<file path="src/rtl/seg7_scan_driver_if.sv">
// rtl/seg7_scan_driver_if.sv - BCD time inputs and multiplexed display pins
// master = counter chain / board side, slave = scan driver.
interface seg7_scan_driver_if;
  logic [7:0] hour_bcd;
  logic [7:0] min_bcd;
  logic       blink_hour;
  logic       blink_min;
  logic [3:0] an;
  logic [6:0] seg;
  logic       dp;
  logic       frame_tick;

  modport master (
    output hour_bcd, min_bcd, blink_hour, blink_min,
    input  an, seg, dp, frame_tick
  );

  modport slave (
    input  hour_bcd, min_bcd, blink_hour, blink_min,
    output an, seg, dp, frame_tick
  );
endinterface

</file>
<file path="src/rtl/seg7_scan_driver.sv">
// rtl/seg7_scan_driver.sv - 4-digit common-anode multiplexed 7-segment scan driver
// Latches the HH:MM BCD word once per frame so a digit never tears mid-scan.
module seg7_scan_driver #(
  parameter int SCAN_DIV     = 50000,
  parameter int BLINK_FRAMES = 50,
  parameter int LZ_BLANK     = 1
) (
  input  logic               clk,
  input  logic               rst,
  seg7_scan_driver_if.slave  disp
);
  localparam int PW = (SCAN_DIV > 1) ? $clog2(SCAN_DIV) : 1;
  localparam int FW = (BLINK_FRAMES > 1) ? $clog2(BLINK_FRAMES) : 1;
  localparam logic [PW-1:0] PRESC_MAX = PW'(SCAN_DIV - 1);
  localparam logic [FW-1:0] FC_MAX    = FW'(BLINK_FRAMES - 1);

  logic [PW-1:0] r_presc;
  logic [1:0]    r_idx;
  logic [FW-1:0] r_fc;
  logic          r_blink_phase;
  logic [15:0]   r_snap;
  logic [3:0]    r_an;
  logic [6:0]    r_seg;
  logic          r_dp;
  logic          r_frame_tick;

  logic          w_slot_end;
  logic          w_frame_end;
  logic          w_blank;
  logic [3:0]    w_nibble;
  logic [6:0]    w_seg;

  assign w_slot_end  = (r_presc == PRESC_MAX);
  assign w_frame_end = w_slot_end && (r_idx == 2'd3);

  always_comb begin
    w_nibble = 4'h0;
    case (r_idx)
      2'd0: w_nibble = r_snap[3:0];
      2'd1: w_nibble = r_snap[7:4];
      2'd2: w_nibble = r_snap[11:8];
      2'd3: w_nibble = r_snap[15:12];
      default: w_nibble = 4'h0;
    endcase
  end

  // presc==0 is the anti-ghost gap between digits
  always_comb begin
    w_blank = (r_presc == '0)
           || (r_blink_phase && disp.blink_min  && !r_idx[1])
           || (r_blink_phase && disp.blink_hour &&  r_idx[1])
           || ((LZ_BLANK != 0) && (r_idx == 2'd3) && (r_snap[15:12] == 4'h0));
  end

  always_comb begin
    w_seg = 7'b0111111;
    case (w_nibble)
      4'd0: w_seg = 7'b1000000;
      4'd1: w_seg = 7'b1111001;
      4'd2: w_seg = 7'b0100100;
      4'd3: w_seg = 7'b0110000;
      4'd4: w_seg = 7'b0011001;
      4'd5: w_seg = 7'b0010010;
      4'd6: w_seg = 7'b0000010;
      4'd7: w_seg = 7'b1111000;
      4'd8: w_seg = 7'b0000000;
      4'd9: w_seg = 7'b0010000;
      default: w_seg = 7'b0111111;
    endcase
  end

  always_ff @(posedge clk or posedge rst) begin
    if (rst) begin
      r_presc       <= '0;
      r_idx         <= 2'd0;
      r_fc          <= '0;
      r_blink_phase <= 1'b0;
      r_snap        <= 16'h0000;
      r_an          <= 4'b1111;
      r_seg         <= 7'b1111111;
      r_dp          <= 1'b1;
      r_frame_tick  <= 1'b0;
    end else begin
      r_presc <= w_slot_end ? '0 : r_presc + 1'b1;
      if (w_slot_end) r_idx <= r_idx + 2'd1;
      if (w_frame_end) r_snap <= {disp.hour_bcd, disp.min_bcd};
      r_frame_tick <= w_frame_end;
      if (r_frame_tick) begin
        if (r_fc == FC_MAX) begin
          r_fc          <= '0;
          r_blink_phase <= ~r_blink_phase;
        end else begin
          r_fc <= r_fc + 1'b1;
        end
      end
      r_an  <= w_blank ? 4'b1111 : ~(4'b0001 << r_idx);
      r_seg <= w_blank ? 7'b1111111 : w_seg;
      r_dp  <= !(!w_blank && (r_idx == 2'd2));
    end
  end

  assign disp.an         = r_an;
  assign disp.seg        = r_seg;
  assign disp.dp         = r_dp;
  assign disp.frame_tick = r_frame_tick;
endmodule
</file>
<file path="src/flat_wrapper.sv">
// flat-port wrapper written by rule: the top's interface ports become plain ports
module seg7_scan_driver_flat 
#(
  parameter int SCAN_DIV     = 50000,
  parameter int BLINK_FRAMES = 50,
  parameter int LZ_BLANK     = 1
)
  (clk, rst, disp_hour_bcd, disp_min_bcd, disp_blink_hour, disp_blink_min, disp_an, disp_seg, disp_dp, disp_frame_tick);
  seg7_scan_driver_if disp_i ();
  input  logic clk;
  input  logic rst;
  input wire logic [$bits(disp_i.hour_bcd)-1:0] disp_hour_bcd;
  input wire logic [$bits(disp_i.min_bcd)-1:0] disp_min_bcd;
  input wire logic [$bits(disp_i.blink_hour)-1:0] disp_blink_hour;
  input wire logic [$bits(disp_i.blink_min)-1:0] disp_blink_min;
  output wire logic [$bits(disp_i.an)-1:0] disp_an;
  output wire logic [$bits(disp_i.seg)-1:0] disp_seg;
  output wire logic [$bits(disp_i.dp)-1:0] disp_dp;
  output wire logic [$bits(disp_i.frame_tick)-1:0] disp_frame_tick;
  assign disp_i.hour_bcd = disp_hour_bcd;
  assign disp_i.min_bcd = disp_min_bcd;
  assign disp_i.blink_hour = disp_blink_hour;
  assign disp_i.blink_min = disp_blink_min;
  assign disp_an = disp_i.an;
  assign disp_seg = disp_i.seg;
  assign disp_dp = disp_i.dp;
  assign disp_frame_tick = disp_i.frame_tick;
  seg7_scan_driver #(.SCAN_DIV(SCAN_DIV), .BLINK_FRAMES(BLINK_FRAMES), .LZ_BLANK(LZ_BLANK)) u_core (.clk(clk), .rst(rst), .disp(disp_i));
endmodule
</file>
<file path="config.mk">
export PLATFORM = sky130hd
export DESIGN_NAME = seg7_scan_driver_flat
export DESIGN_NICKNAME = d
export VERILOG_FILES = /design/src/rtl/seg7_scan_driver_if.sv /design/src/rtl/seg7_scan_driver.sv /design/src/flat_wrapper.sv
export SDC_FILE = /design/constraint.sdc
export NUM_CORES = 1
export LEC_CHECK = 0
export BUFFER_PORTS_ARGS = -buffer_cell sky130_fd_sc_hd__clkbuf_2
export CAP_MARGIN = 10
export CELL_PAD_IN_SITES_DETAIL_PLACEMENT = 1
export CELL_PAD_IN_SITES_GLOBAL_PLACEMENT = 1
export CORE_MARGIN = 1
export CORE_UTILIZATION = 35
export CTS_CLUSTER_SIZE = 8
export DETAILED_ROUTE_END_ITERATION = 10
export PLACE_DENSITY_LB_ADDON = 0.1
export SYNTH_ARGS = -nofsm -noshare
export SYNTH_HDL_FRONTEND = slang
export SYNTH_SLANG_ARGS = --single-unit
</file>
<file path="constraint.sdc">
create_clock -name clk -period 3.1 [get_ports clk]
set_input_delay 0.155 -clock clk [delete_from_list [all_inputs] [get_ports clk]]
set_output_delay 0.155 -clock clk [all_outputs]
set_load 0.02 [all_outputs]
</file>
==> run summary <==
Pin placement for this block handled 33 I/O pins. For the net count after synthesis, the log shows 256. Data on the critical path arrives at its endpoint at 2.66 ns. Counting cells, the worst reg-to-reg path comes to 7. In this run, distinct cell masters in the synthesized netlist total 45. The total negative setup slack was 0 ns. TritonCTS built the clock tree. The core region area was 7250 sq um; the post-cts sizing count was 0. The setup clock skew after layout was 0.00318 ns; the sequential cell area fraction in the yosys report was 0.511. The total number of clock tree sinks is 53, and the number of enable-type register cells in the synthesized netlist is 0.

The final number of max-transition violations was 0. The total of endpoints with negative setup slack in the final report is 0, and the smallest hold slack is 0.0584 ns. Yosys attributes the largest share of cell area to sky130_fd_sc_hd__dfrtp_1 40%, sky130_fd_sc_hd__dfstp_2 11%, sky130_fd_sc_hd__ha_1 5.7%. The later pin in the worst-skew pair is clocked with a latency of 0.31 ns. The run gives 5.23 mm as the total wire length after detailed routing. Worst-margin pin slew: 1.01 ns.

In the synthesized netlist the dominant register cell turns out to be sky130_fd_sc_hd__dfrtp_1. The die boundary width was 88.5 um. For the worst relative slew slack, the log shows 0.327. The root buffer cell was sky130_fd_sc_hd__clkbuf_8.

The number of iterations in the first detailed-routing pass was 4. The post-detailed-route via-to-cell ratio came out at 4.91. Setup repair after global routing left no endpoint under its margin. Destination of the critical timing path: u_core.disp.seg[0].

Entering global routing, the biggest net connects 49 pins. Summing every instance area after synthesis gives 2620 sq um. Static leakage: 1.38 nW. After layout, the design draws a total of 1.37 mW.

The run gives 0 as the initial antenna violation count. Based on the critical path, the design can be clocked at up to 414 MHz. The first-pass GRT wire length came out at 8.93 mm. The internal portion of the total power is 1.08 mW. Number of cells in the design after placement: 349. Summing all placed instances gives a cell area of 2880 sq um. The number of hold buffers added after CTS came out at 0. Switching portion of total power: 0.215. For the clock buffer count from CTS, the log shows 5.

The portion of synthesized cell area occupied by the leading cell type came out at 0.401. The beginning of the worst register-to-register path was u_core.r_idx[1]. The total power divided by cell area is 455 nW/um^2. The logs give 0.295 mW for the net switching power and 0.187 mV for the maximum vdd drop. The run gives 0 as the final global-route overflow total. The repair_antennas step left the layout with diodes totalling 0.

Among all stages on the critical path, the largest delay is contributed by sky130_fd_sc_hd__or4b_1. The cell count after synthesis is 224. The most repeated cell in the gate-level netlist after synthesis is sky130_fd_sc_hd__dfrtp_1. The combinational cell fraction of total power is 0.061. The path class of the tightest hold or removal check is in2async. The site row count was 31. Port buffer count: 32. The flow ran to the end, and the final reports show no timing, DRC or antenna violations. The run gives 1752 as the routed via count.

The final period utilization is 0.779, and the deepest clock path buffer count is 2. The number of buffers and inverters on the critical path is 2. The tools report the setup fix buffers added after clock tree synthesis as 0.

Endpoint of the lowest-slack register-to-register path: u_core.disp.seg[0]. In the routed design, unresolved DRC markers number 0. The proportion of register bits with asynchronous set or reset after synthesis was 1.00; the biggest fanout along the worst timing path was 9. After synthesis, the most frequently instantiated cells are 42 x sky130_fd_sc_hd__dfrtp_1, 14 x sky130_fd_sc_hd__nor2_1, 12 x sky130_fd_sc_hd__ha_1. For the initial core utilization, the log shows 0.361. In this run, synthesis produced a sequential element count of 53.

The tools report the hold violation total from the final report as 0. From synthesis to final layout, the design area changed by 15.0%. The critical path is of the reg2reg type. The critical path goes through inv_1, ha_1, a222oi_1, a21o_2, clkinv_1, or4b_1, nand4_1. The required arrival time at the worst endpoint is 3.34 ns. STA classifies the critical path endpoint as a flop. The logs give 0.528 for the sequential share of power and 3.80 mm for the final HPWL from detailed placement. The clock-pin slew of the registers on the worst-case setup and hold paths is 0.10 ns. The tools report the global-route total usage across every layer as 0.152. In this design, the stage delay of the slowest critical-path cell is 0.61 ns.

The critical path runs through a total of 7 cells. The net count reported at finish was 289. The most critical setup path has its startpoint at u_core.r_idx[1]. The first routing iteration left 45 violations.

Excluding fillers, the count of instances in the completed layout stands at 357. Across all register-to-register paths, the minimum setup slack is 0.68 ns. Critical path's top delay family: simple AND/OR/NAND/NOR gates.

The top cell type by total area after synthesis was sky130_fd_sc_hd__dfrtp_1. The total non-filler cell area in the finished layout was 3010 sq um; the via count of the first global-routing pass was 1829. The fraction of final layout cells with drive strength greater than 1 works out to 0.302.

The H-tree was split into 2 levels. After layout, the minimum clock period comes to 2.42 ns. STA classifies the critical path startpoint as a flop.

Measured along the y axis, the die boundary spans 88.5 um. The wire length per cell after detailed routing came out at 14.6 um. The clock share of power was 0.411.

Averaged over all synthesized cells, the footprint is 11.7 sq um. Routability congestion estimate: 0.739. The die area is 7840 sq um, and the number of routed nets with antenna violations is 0. The tool flagged a number of max-cap violations equal to 0. The total number of yosys warnings was 0.
==> final cells by class <==
cell class	count	area, sq um
repair buffers	34	175
clock inverters	3	68.8
multi-input cells	150	1190
well taps	99	124
flip-flops and latches	53	1340
fillers	804	4240
inverters	13	48.8
clock buffers	5	68.8
==> layout by cell type, fill, tap and decap left out, types with 2 or more instances in the layout <==
master,netlist,routed
sky130_fd_sc_hd__o22ai_1,2,2
sky130_fd_sc_hd__nand4_1,8,8
sky130_fd_sc_hd__a21oi_1,5,5
sky130_fd_sc_hd__a22o_1,2,2
sky130_fd_sc_hd__and4_1,5,5
sky130_fd_sc_hd__bufinv_16,0,2
sky130_fd_sc_hd__dfstp_2,11,11
sky130_fd_sc_hd__clkbuf_8,0,5
sky130_fd_sc_hd__nor3_1,4,4
sky130_fd_sc_hd__buf_4,1,2
sky130_fd_sc_hd__nor4_1,3,3
sky130_fd_sc_hd__nor2b_1,5,5
sky130_fd_sc_hd__clkinv_1,2,2
sky130_fd_sc_hd__dfrtp_1,42,42
sky130_fd_sc_hd__xnor2_1,10,10
sky130_fd_sc_hd__a211oi_1,2,2
sky130_fd_sc_hd__mux2_4,10,10
sky130_fd_sc_hd__ha_1,12,12
sky130_fd_sc_hd__inv_1,11,10
sky130_fd_sc_hd__clkbuf_2,0,32
sky130_fd_sc_hd__mux2_2,9,9
sky130_fd_sc_hd__xor2_1,7,7
sky130_fd_sc_hd__nand3_1,8,8
sky130_fd_sc_hd__a222oi_1,4,4
sky130_fd_sc_hd__nand2_1,11,11
sky130_fd_sc_hd__and3_1,3,3
sky130_fd_sc_hd__o21ai_0,9,9
sky130_fd_sc_hd__nor2_1,14,14
==> per-layer routing <==
layer,share of wire,up-vias,wire length [um],global-route usage
li1,-,861,-,-
met2,0.49,28,2570,0.262
met4,0.014,0,75,0.0484
met3,0.027,5,143,0.0373
met1,0.47,858,2440,0.187
met5,0,-,0,0
==> power by group through the flow <==
stage | clock network (mW) | registers (mW) | logic, mW
final | 0.564 | 0.724 | 0.0830
after global routing | 0.602 | 0.726 | 0.0944
after CTS | 0.582 | 0.724 | 0.0857
after detailed placement | 0 | 0.737 | 0.0853
after global placement | 0 | 0.737 | 0.0863
after floorplan | 0 | 0.744 | 0.0439
==> cell families (layout without fill, tap and decap cells) <==
family                     after synthesis  in the layout  share of synthesized area
adders and majority gates               12             12                     0.0573
DFF                                     53             53                      0.511
muxes                                   20             20                     0.0998
xor gates and xnor gates                17             17                     0.0568
AOI/OAI and AO/OA                       31             31                     0.0821
buffers and inverters                   21             55                     0.0353
and+or+nand+nor                         70             70                      0.157
==> registers in the layout, indices dropped and copies added (netlist names) <==
signal                  count
u_core.disp.frame_tick      1
u_core.disp.an              4
u_core.r_presc             16
u_core.disp.seg             7
u_core.r_blink_phase        1
u_core.r_idx                2
u_core.r_fc                 6
u_core.r_snap              16
==> worst min path at each step <==
stage	startpoint	to	cells after the start
2_1_floorplan	disp_min_bcd[0]	u_core.r_snap[0]	1
3_3_place_gp	disp_hour_bcd[5]	u_core.r_snap[13]	2
3_5_place_dp	disp_hour_bcd[5]	u_core.r_snap[13]	2
4_1_cts	disp_hour_bcd[5]	u_core.r_snap[13]	2
5_1_grt	disp_hour_bcd[6]	u_core.r_snap[14]	2
6_report	rst	u_core.r_fc[2]	2
==> stage by stage <==
stage / setup slack (ns) / util
after floorplan: 0.989 / -
after global routing: 0.475 / 0.415
final: 0.685 / 0.415
after CTS: 0.637 / 0.415
after global placement: 0.780 / 0.396
after detailed placement: 0.690 / 0.396
Note: power is estimated with default switching activity, not from simulation.
